<file path="src/rtl/bpi_cmd_seq.sv">
// Command sequencer for the BPI flash interface FSM: expands one flash command
// into ordered single bus cycles and polls the status register for program/erase.
module bpi_cmd_seq #(
  parameter int ADDR_W   = 23,
  parameter int POLL_MAX = 4095,
  parameter int POLL_CW  = 12,
  parameter int ACK_MAX  = 8
) (
  input  logic              CLK,
  input  logic              RST,
  input  logic              START,
  input  logic [2:0]        CMD,
  input  logic [ADDR_W-1:0] ADDR,
  input  logic [15:0]       WDATA,
  output logic              SEQ_BUSY,
  output logic              DONE,
  output logic              ERR,
  output logic              TMO,
  output logic [7:0]        STATUS,
  output logic [15:0]       RDATA,
  output logic              BPI_EXECUTE,
  output logic              BPI_READ,
  output logic              BPI_WRITE,
  output logic [ADDR_W-1:0] BPI_ADDR,
  output logic [15:0]       BPI_DOUT,
  input  logic              BPI_BUSY,
  input  logic              BPI_LOAD,
  input  logic [15:0]       BPI_DIN,
  output logic [2:0]        dbg_state
);

  // Bus handshake: BPI_EXECUTE pulses one cycle with READ/WRITE, ADDR and DOUT
  // already stable; the interface FSM owns the cycle while BPI_BUSY=1, flags read
  // data with BPI_LOAD, and the cycle is over once BPI_BUSY falls back to 0.

  localparam logic [2:0] C_RDA   = 3'd0;
  localparam logic [2:0] C_RDS   = 3'd1;
  localparam logic [2:0] C_CLR   = 3'd2;
  localparam logic [2:0] C_PROG  = 3'd3;
  localparam logic [2:0] C_ERASE = 3'd4;
  localparam logic [2:0] C_UNLK  = 3'd5;
  localparam logic [2:0] C_LOCK  = 3'd6;
  localparam logic [2:0] C_RSVD  = 3'd7;
  localparam int ACK_CW = $clog2(ACK_MAX + 1);

  typedef enum logic [2:0] {
    S_IDLE   = 3'd0,
    S_ISSUE  = 3'd1,
    S_ACK    = 3'd2,
    S_CMPL   = 3'd3,
    S_EVAL   = 3'd4,
    S_FINISH = 3'd5
  } state_t;

  state_t              state_q, state_d;
  logic [2:0]          cmd_q, cmd_d;
  logic [15:0]         wdata_q, wdata_d;
  logic [1:0]          step_q, step_d;
  logic [POLL_CW-1:0]  poll_q, poll_d, poll_nxt;
  logic [ACK_CW-1:0]   ack_q, ack_d;
  logic                seq_busy_q, seq_busy_d;
  logic                done_q, done_d;
  logic                err_q, err_d;
  logic                tmo_q, tmo_d;
  logic [7:0]          status_q, status_d;
  logic [15:0]         rdata_q, rdata_d;
  logic                exec_q, exec_d;
  logic                rd_q, rd_d;
  logic                wr_q, wr_d;
  logic [ADDR_W-1:0]   addr_q, addr_d;
  logic [15:0]         dout_q, dout_d;
  logic                fin, fin_err, fin_tmo, issue, issue_rd;

  // Write data for step 0 (command code) or step 1 (second write) of a command.
  function automatic logic [15:0] write_data(input logic [2:0] cmd, input logic second,
                                             input logic [15:0] wdata);
    logic [15:0] d;
    d = 16'h0000;
    if (!second) begin
      case (cmd)
        C_RDA:          d = 16'h00FF;
        C_RDS:          d = 16'h0070;
        C_CLR:          d = 16'h0050;
        C_PROG:         d = 16'h0040;
        C_ERASE:        d = 16'h0020;
        C_UNLK, C_LOCK: d = 16'h0060;
        default:        d = 16'h0000;
      endcase
    end else begin
      case (cmd)
        C_PROG:          d = wdata;
        C_ERASE, C_UNLK: d = 16'h00D0;
        C_LOCK:          d = 16'h0001;
        default:         d = 16'h0000;
      endcase
    end
    return d;
  endfunction

  always_comb begin
    state_d    = state_q;
    cmd_d      = cmd_q;
    wdata_d    = wdata_q;
    step_d     = step_q;
    poll_d     = poll_q;
    poll_nxt   = poll_q + POLL_CW'(1);
    ack_d      = ack_q;
    seq_busy_d = seq_busy_q;
    done_d     = 1'b0;
    err_d      = err_q;
    tmo_d      = tmo_q;
    status_d   = status_q;
    rdata_d    = rdata_q;
    exec_d     = 1'b0;
    rd_d       = rd_q;
    wr_d       = wr_q;
    addr_d     = addr_q;
    dout_d     = dout_q;
    fin        = 1'b0;
    fin_err    = 1'b0;
    fin_tmo    = 1'b0;
    issue      = 1'b0;
    issue_rd   = 1'b0;

    case (state_q)
      S_IDLE: begin
        if (START) begin
          cmd_d      = CMD;
          addr_d     = ADDR;
          wdata_d    = WDATA;
          err_d      = 1'b0;
          tmo_d      = 1'b0;
          step_d     = 2'd0;
          poll_d     = '0;
          seq_busy_d = 1'b1;
          if (CMD == C_RSVD) begin
            state_d = S_EVAL;
          end else begin
            state_d = S_ISSUE;
            exec_d  = 1'b1;
            wr_d    = 1'b1;
            rd_d    = 1'b0;
            dout_d  = write_data(CMD, 1'b0, WDATA);
          end
        end
      end
      S_ISSUE: begin
        ack_d   = '0;
        state_d = S_ACK;
      end
      S_ACK: begin
        if (BPI_BUSY) begin
          state_d = S_CMPL;
        end else if (ack_q == ACK_CW'(ACK_MAX - 1)) begin
          fin     = 1'b1;
          fin_err = 1'b1;
          fin_tmo = 1'b1;
        end else begin
          ack_d = ack_q + ACK_CW'(1);
        end
      end
      S_CMPL: begin
        if (BPI_LOAD) begin
          if (cmd_q == C_RDA) rdata_d = BPI_DIN;
          else                status_d = BPI_DIN[7:0];
        end
        if (!BPI_BUSY) begin
          state_d = S_EVAL;
          rd_d    = 1'b0;
          wr_d    = 1'b0;
        end
      end
      S_EVAL: begin
        if (cmd_q == C_RSVD) begin
          fin     = 1'b1;
          fin_err = 1'b1;
        end else if (step_q == 2'd0) begin
          if (cmd_q == C_CLR) begin
            fin = 1'b1;
          end else begin
            issue    = 1'b1;
            issue_rd = (cmd_q == C_RDA) || (cmd_q == C_RDS);
            step_d   = 2'd1;
          end
        end else if (step_q == 2'd1 && cmd_q != C_PROG && cmd_q != C_ERASE) begin
          fin = 1'b1;
        end else if (step_q == 2'd1) begin
          issue    = 1'b1;
          issue_rd = 1'b1;
          step_d   = 2'd2;
        end else if (status_q[7]) begin
          // Ready: VPP, program, erase and lock errors all fold into ERR.
          fin     = 1'b1;
          fin_err = status_q[5] | status_q[4] | status_q[3] | status_q[1];
        end else begin
          poll_d = poll_nxt;
          if (poll_nxt == POLL_CW'(POLL_MAX)) begin
            fin     = 1'b1;
            fin_err = 1'b1;
            fin_tmo = 1'b1;
          end else begin
            issue    = 1'b1;
            issue_rd = 1'b1;
          end
        end
      end
      S_FINISH: begin
        state_d = S_IDLE;
      end
      default: begin
        state_d = S_IDLE;
      end
    endcase

    if (issue) begin
      state_d = S_ISSUE;
      exec_d  = 1'b1;
      rd_d    = issue_rd;
      wr_d    = !issue_rd;
      if (!issue_rd) dout_d = write_data(cmd_q, 1'b1, wdata_q);
    end

    if (fin) begin
      state_d    = S_FINISH;
      done_d     = 1'b1;
      seq_busy_d = 1'b0;
      rd_d       = 1'b0;
      wr_d       = 1'b0;
      if (fin_err) err_d = 1'b1;
      if (fin_tmo) tmo_d = 1'b1;
    end
  end

  always_ff @(posedge CLK or posedge RST) begin
    if (RST) begin
      state_q    <= S_IDLE;
      cmd_q      <= '0;
      wdata_q    <= '0;
      step_q     <= '0;
      poll_q     <= '0;
      ack_q      <= '0;
      seq_busy_q <= 1'b0;
      done_q     <= 1'b0;
      err_q      <= 1'b0;
      tmo_q      <= 1'b0;
      status_q   <= '0;
      rdata_q    <= '0;
      exec_q     <= 1'b0;
      rd_q       <= 1'b0;
      wr_q       <= 1'b0;
      addr_q     <= '0;
      dout_q     <= '0;
    end else begin
      state_q    <= state_d;
      cmd_q      <= cmd_d;
      wdata_q    <= wdata_d;
      step_q     <= step_d;
      poll_q     <= poll_d;
      ack_q      <= ack_d;
      seq_busy_q <= seq_busy_d;
      done_q     <= done_d;
      err_q      <= err_d;
      tmo_q      <= tmo_d;
      status_q   <= status_d;
      rdata_q    <= rdata_d;
      exec_q     <= exec_d;
      rd_q       <= rd_d;
      wr_q       <= wr_d;
      addr_q     <= addr_d;
      dout_q     <= dout_d;
    end
  end

  assign SEQ_BUSY    = seq_busy_q;
  assign DONE        = done_q;
  assign ERR         = err_q;
  assign TMO         = tmo_q;
  assign STATUS      = status_q;
  assign RDATA       = rdata_q;
  assign BPI_EXECUTE = exec_q;
  assign BPI_READ    = rd_q;
  assign BPI_WRITE   = wr_q;
  assign BPI_ADDR    = addr_q;
  assign BPI_DOUT    = dout_q;
  assign dbg_state   = state_q;

endmodule

</file>
<file path="config.mk">
export PLATFORM = sky130hd
export DESIGN_NAME = bpi_cmd_seq
export DESIGN_NICKNAME = d
export VERILOG_FILES = /design/src/rtl/bpi_cmd_seq.sv
export SDC_FILE = /design/constraint.sdc
export NUM_CORES = 1
export LEC_CHECK = 0
export CAP_MARGIN = 20
export CORE_MARGIN = 2
export CORE_UTILIZATION = 52
export CTS_CLUSTER_SIZE = 12
export DETAILED_ROUTE_END_ITERATION = 7
export PLACE_DENSITY_LB_ADDON = 0.1
export SYNTH_ARGS = -nofsm -noshare
export SYNTH_HDL_FRONTEND = slang
export SYNTH_SLANG_ARGS = --single-unit
</file>
<file path="constraint.sdc">
create_clock -name CLK -period 6.8 [get_ports CLK]
set_clock_uncertainty 0.1 [all_clocks]
set_input_delay 2.04 -clock CLK [delete_from_list [all_inputs] [get_ports CLK]]
set_output_delay 2.04 -clock CLK [all_outputs]
set_load 0.005 [all_outputs]
</file>
==> flow_metrics.env <==
export IMPL_setup_viol=0
export IMPL_synthTopCellsByArea="dfrtp_1 54%, nand2_1 12%, mux2_2 5.3%"
export IMPL_die_area_um2=10640
export IMPL_area_growth_pct=31.36
export IMPL_synthAdderAreaFrac=0.007344
export IMPL_cts_buffer_depth=2
export IMPL_p_leak_nw=2.930
export IMPL_grt_max_degree=72
export IMPL_dp_cells=780
export IMPL_p_total_mw=2.462
export IMPL_p_sw_frac=0.3377
export IMPL_die_x_um=103.1
export IMPL_final_nets=725
export IMPL_htreeDepth=3
export IMPL_route_detailed_drc=0
export IMPL_cts_made_buffers=9
export IMPL_synth_compound_area_frac=0.1266
export IMPL_ir_drop_mv=0.2568
export IMPL_maxCapViolCount=0
export IMPL_combPwrFrac=0.392
export IMPL_finalMaxSlewViolations=0
export IMPL_vias=4314
export IMPL_path_clk_slew_ps=100
export IMPL_grt_pass1_wl_mm=19.71
export IMPL_sequentialPowerShare=0.446
export IMPL_grt_total_usage=0.2401
export IMPL_crit_type="in2reg"
export IMPL_start_kind="input pin"
export IMPL_worstMarginPinSlew_ps=997.9
export IMPL_required_ps=6910
export IMPL_cp_end_kind="flop"
export IMPL_synth_top_family_by_area="simple AND/OR/NAND/NOR gates"
export IMPL_fill_cells=798
export IMPL_final_seq_area_um2=2753
export IMPL_gp_congestion=0.8586
export IMPL_synth_flop_cell="dfrtp_1"
export IMPL_yosysTopAreaCell="dfrtp_1"
export IMPL_postCtsSetupBuffers=0
export IMPL_hold_viol=0
export IMPL_synth_xor_area_share=0.008568
export IMPL_synth_common_cells="164 x nand2_1, 110 x dfrtp_1, 40 x o21ai_0, 24 x mux2_2, 23 x clkbuf_1"
export IMPL_initial_core_util=0.5302
export IMPL_synthMuxAreaShare=0.05679
export IMPL_max_freq_mhz=247.6
export IMPL_cts_resized=0
export IMPL_yosysWarnings=0
export IMPL_place_area_um2=6514
export IMPL_cp_max_fo=46
export IMPL_postSynth_asyncResetShare=1.000
export IMPL_via_per_inst=5.420
export IMPL_cp_slowest_cell="clkdlybuf4s50_1"
export IMPL_fin_util=0.6965
export IMPL_synth_nets=606
export IMPL_routed_wl_mm=12.08
export IMPL_synth_simple_gate_area_share=0.2262
export IMPL_cts_tree="built"
export IMPL_period_share=0.5941
export IMPL_p_sw_mw=0.8314
export IMPL_final_cells=796
export IMPL_netlist_area_um2=5111
export IMPL_power_density_nw_per_um2=366.7
export IMPL_drt_iter0_drc=182
export IMPL_die_y_um=103.1
export IMPL_root_buffer="clkbuf_8"
export IMPL_rows=36
export IMPL_tns_ps=0
export IMPL_core_area_um2=9639
export IMPL_syn_area_per_cell_um2=9.465
export IMPL_yosysMostFrequentCell="nand2_1"
export IMPL_grt_antenna_before_repair=0
export IMPL_rsz0062_at_grt="no"
export IMPL_status="completed"
export IMPL_ys_types=64
export IMPL_cts_hold_buf=0
export IMPL_synth_edf_count=0
export IMPL_syn_inst=540
export IMPL_synth_seq_cells=110
export IMPL_avgRoutedWirePerCell_um=15.18
export IMPL_min_path_type="reg2reg"
export IMPL_placement_io_buffers=135
export IMPL_multi_input_area_um2=2181
export IMPL_setup_ws_ps=2760
export IMPL_netlist_area_leader_share=0.5386
export IMPL_fin_crit_ps=4040
export IMPL_ioPinCount=136
export IMPL_whs_ps=383.4
export IMPL_ant_nets=0
export IMPL_fin_area_um2=6714
export IMPL_arrival_ps=4150
export IMPL_clock_latency_ps=370
export IMPL_timing_slew_headroom=0.3326
export IMPL_grt_overflow_total=0
export IMPL_critPathMaxStageDelay_ps=540
export IMPL_seq_area_frac_synth=0.5386
export IMPL_cts_sinks=110
export IMPL_layout_drive_gt1_share=0.08597
export IMPL_post_place_ws_ps=2345
export IMPL_internal_power_mw=1.630
export IMPL_diodes=0
export IMPL_pwr_share_clk=0.162
export IMPL_path_cells="clkdlybuf4s50_1, nor4b_4, buf_4, nand2_1, a221oi_1, a21oi_1"
export IMPL_dr_pass1_iters=4
export IMPL_dp_hpwl_mm=8.545
export IMPL_grt_pass1_vias=4122
-- cell usage in the layout (no fill, tap or decap), types with 3 or more instances in the layout --
| cell | n |
|---|---|
| nor3_1 | 9 |
| nand2_1 | 164 |
| xnor2_1 | 3 |
| nor3b_1 | 3 |
| clkdlybuf4s50_1 | 135 |
| mux2_2 | 24 |
| nor2b_1 | 5 |
| ha_1 | 3 |
| a211oi_1 | 4 |
| a21oi_1 | 20 |
| inv_1 | 7 |
| nand3b_1 | 3 |
| o21ai_0 | 40 |
| o211ai_1 | 3 |
| clkbuf_8 | 9 |
| dfrtp_1 | 110 |
| nand3_1 | 22 |
| o31ai_1 | 3 |
| and3_1 | 3 |
| buf_4 | 4 |
| a31oi_1 | 3 |
| nor2_1 | 21 |
| nand4_1 | 3 |
-- worst max-delay path, delay by kind of cell --
kind            cells  cell delay, ps
simple gates        2             640
buf+inv             2             980
compound gates      2             470
-- cells by family (layout without fill, tap and decap cells) --
kind of cell | Yosys count | after routing
buf+inv | 40 | 163
mux | 26 | 26
flops | 110 | 110
xor+xnor | 5 | 5
simple gates | 254 | 254
fa+ha+maj | 3 | 3
compound gates | 102 | 102
-- layer usage --
metal / GRT usage / up-vias / part of all wire
met1: 0.3055 / 2098 / 0.42
met2: 0.3971 / 113 / 0.50
li1: - / 2093 / -
met5: 0 / - / 0
met3: 0.08542 / 10 / 0.070
met4: 0.05466 / 0 / 0.0089
-- cell type report --
| class | count | share of cell area |
|---|---|---|
| Sequential cell | 110 | 0.4100 |
| Clock buffer | 10 | 0.01901 |
| Timing Repair Buffer | 140 | 0.2065 |
| Multi-Input combinational cell | 390 | 0.3248 |
| Inverter | 8 | 0.004845 |
| Tap cell | 133 | 0.02479 |
| Clock inverter | 5 | 0.01006 |
-- worst paths after layout --
kind / startpoint / to / cells after the start / slack, ps
worst max-delay path: START / BPI_DOUT[4] / 6 / 2760
worst min-delay path: wdata_q[15] / wdata_q[15] / 2 / 380
worst max register to register: cmd_q[1] / BPI_DOUT[14] / 4 / 4110
worst min register to register: wdata_q[15] / wdata_q[15] / 2 / 380
max in group asynchronous: RST / SEQ_BUSY / 3 / 3460
min in group asynchronous: RST / BPI_ADDR[0] / 2 / 2080
-- flip-flops by register name, indices dropped and copies added, names as in the netlist, 2 cells and up --
register,count
ack_q,4
cmd_q,3
STATUS,8
RDATA,16
poll_q,12
dbg_state,3
step_q,2
BPI_ADDR,23
BPI_DOUT,16
wdata_q,16
-- power by group through the flow --
stage	combinational (mW)	clock (mW)	sequential (mW)
5_1_grt	1.07	0.437	1.13
3_5_place_dp	0.975	0	1.11
6_report	0.965	0.399	1.10
4_1_cts	0.979	0.409	1.10
3_3_place_gp	0.944	0	1.10
2_1_floorplan	0.500	0	1.05
Power figures use the tool's default switching activity.
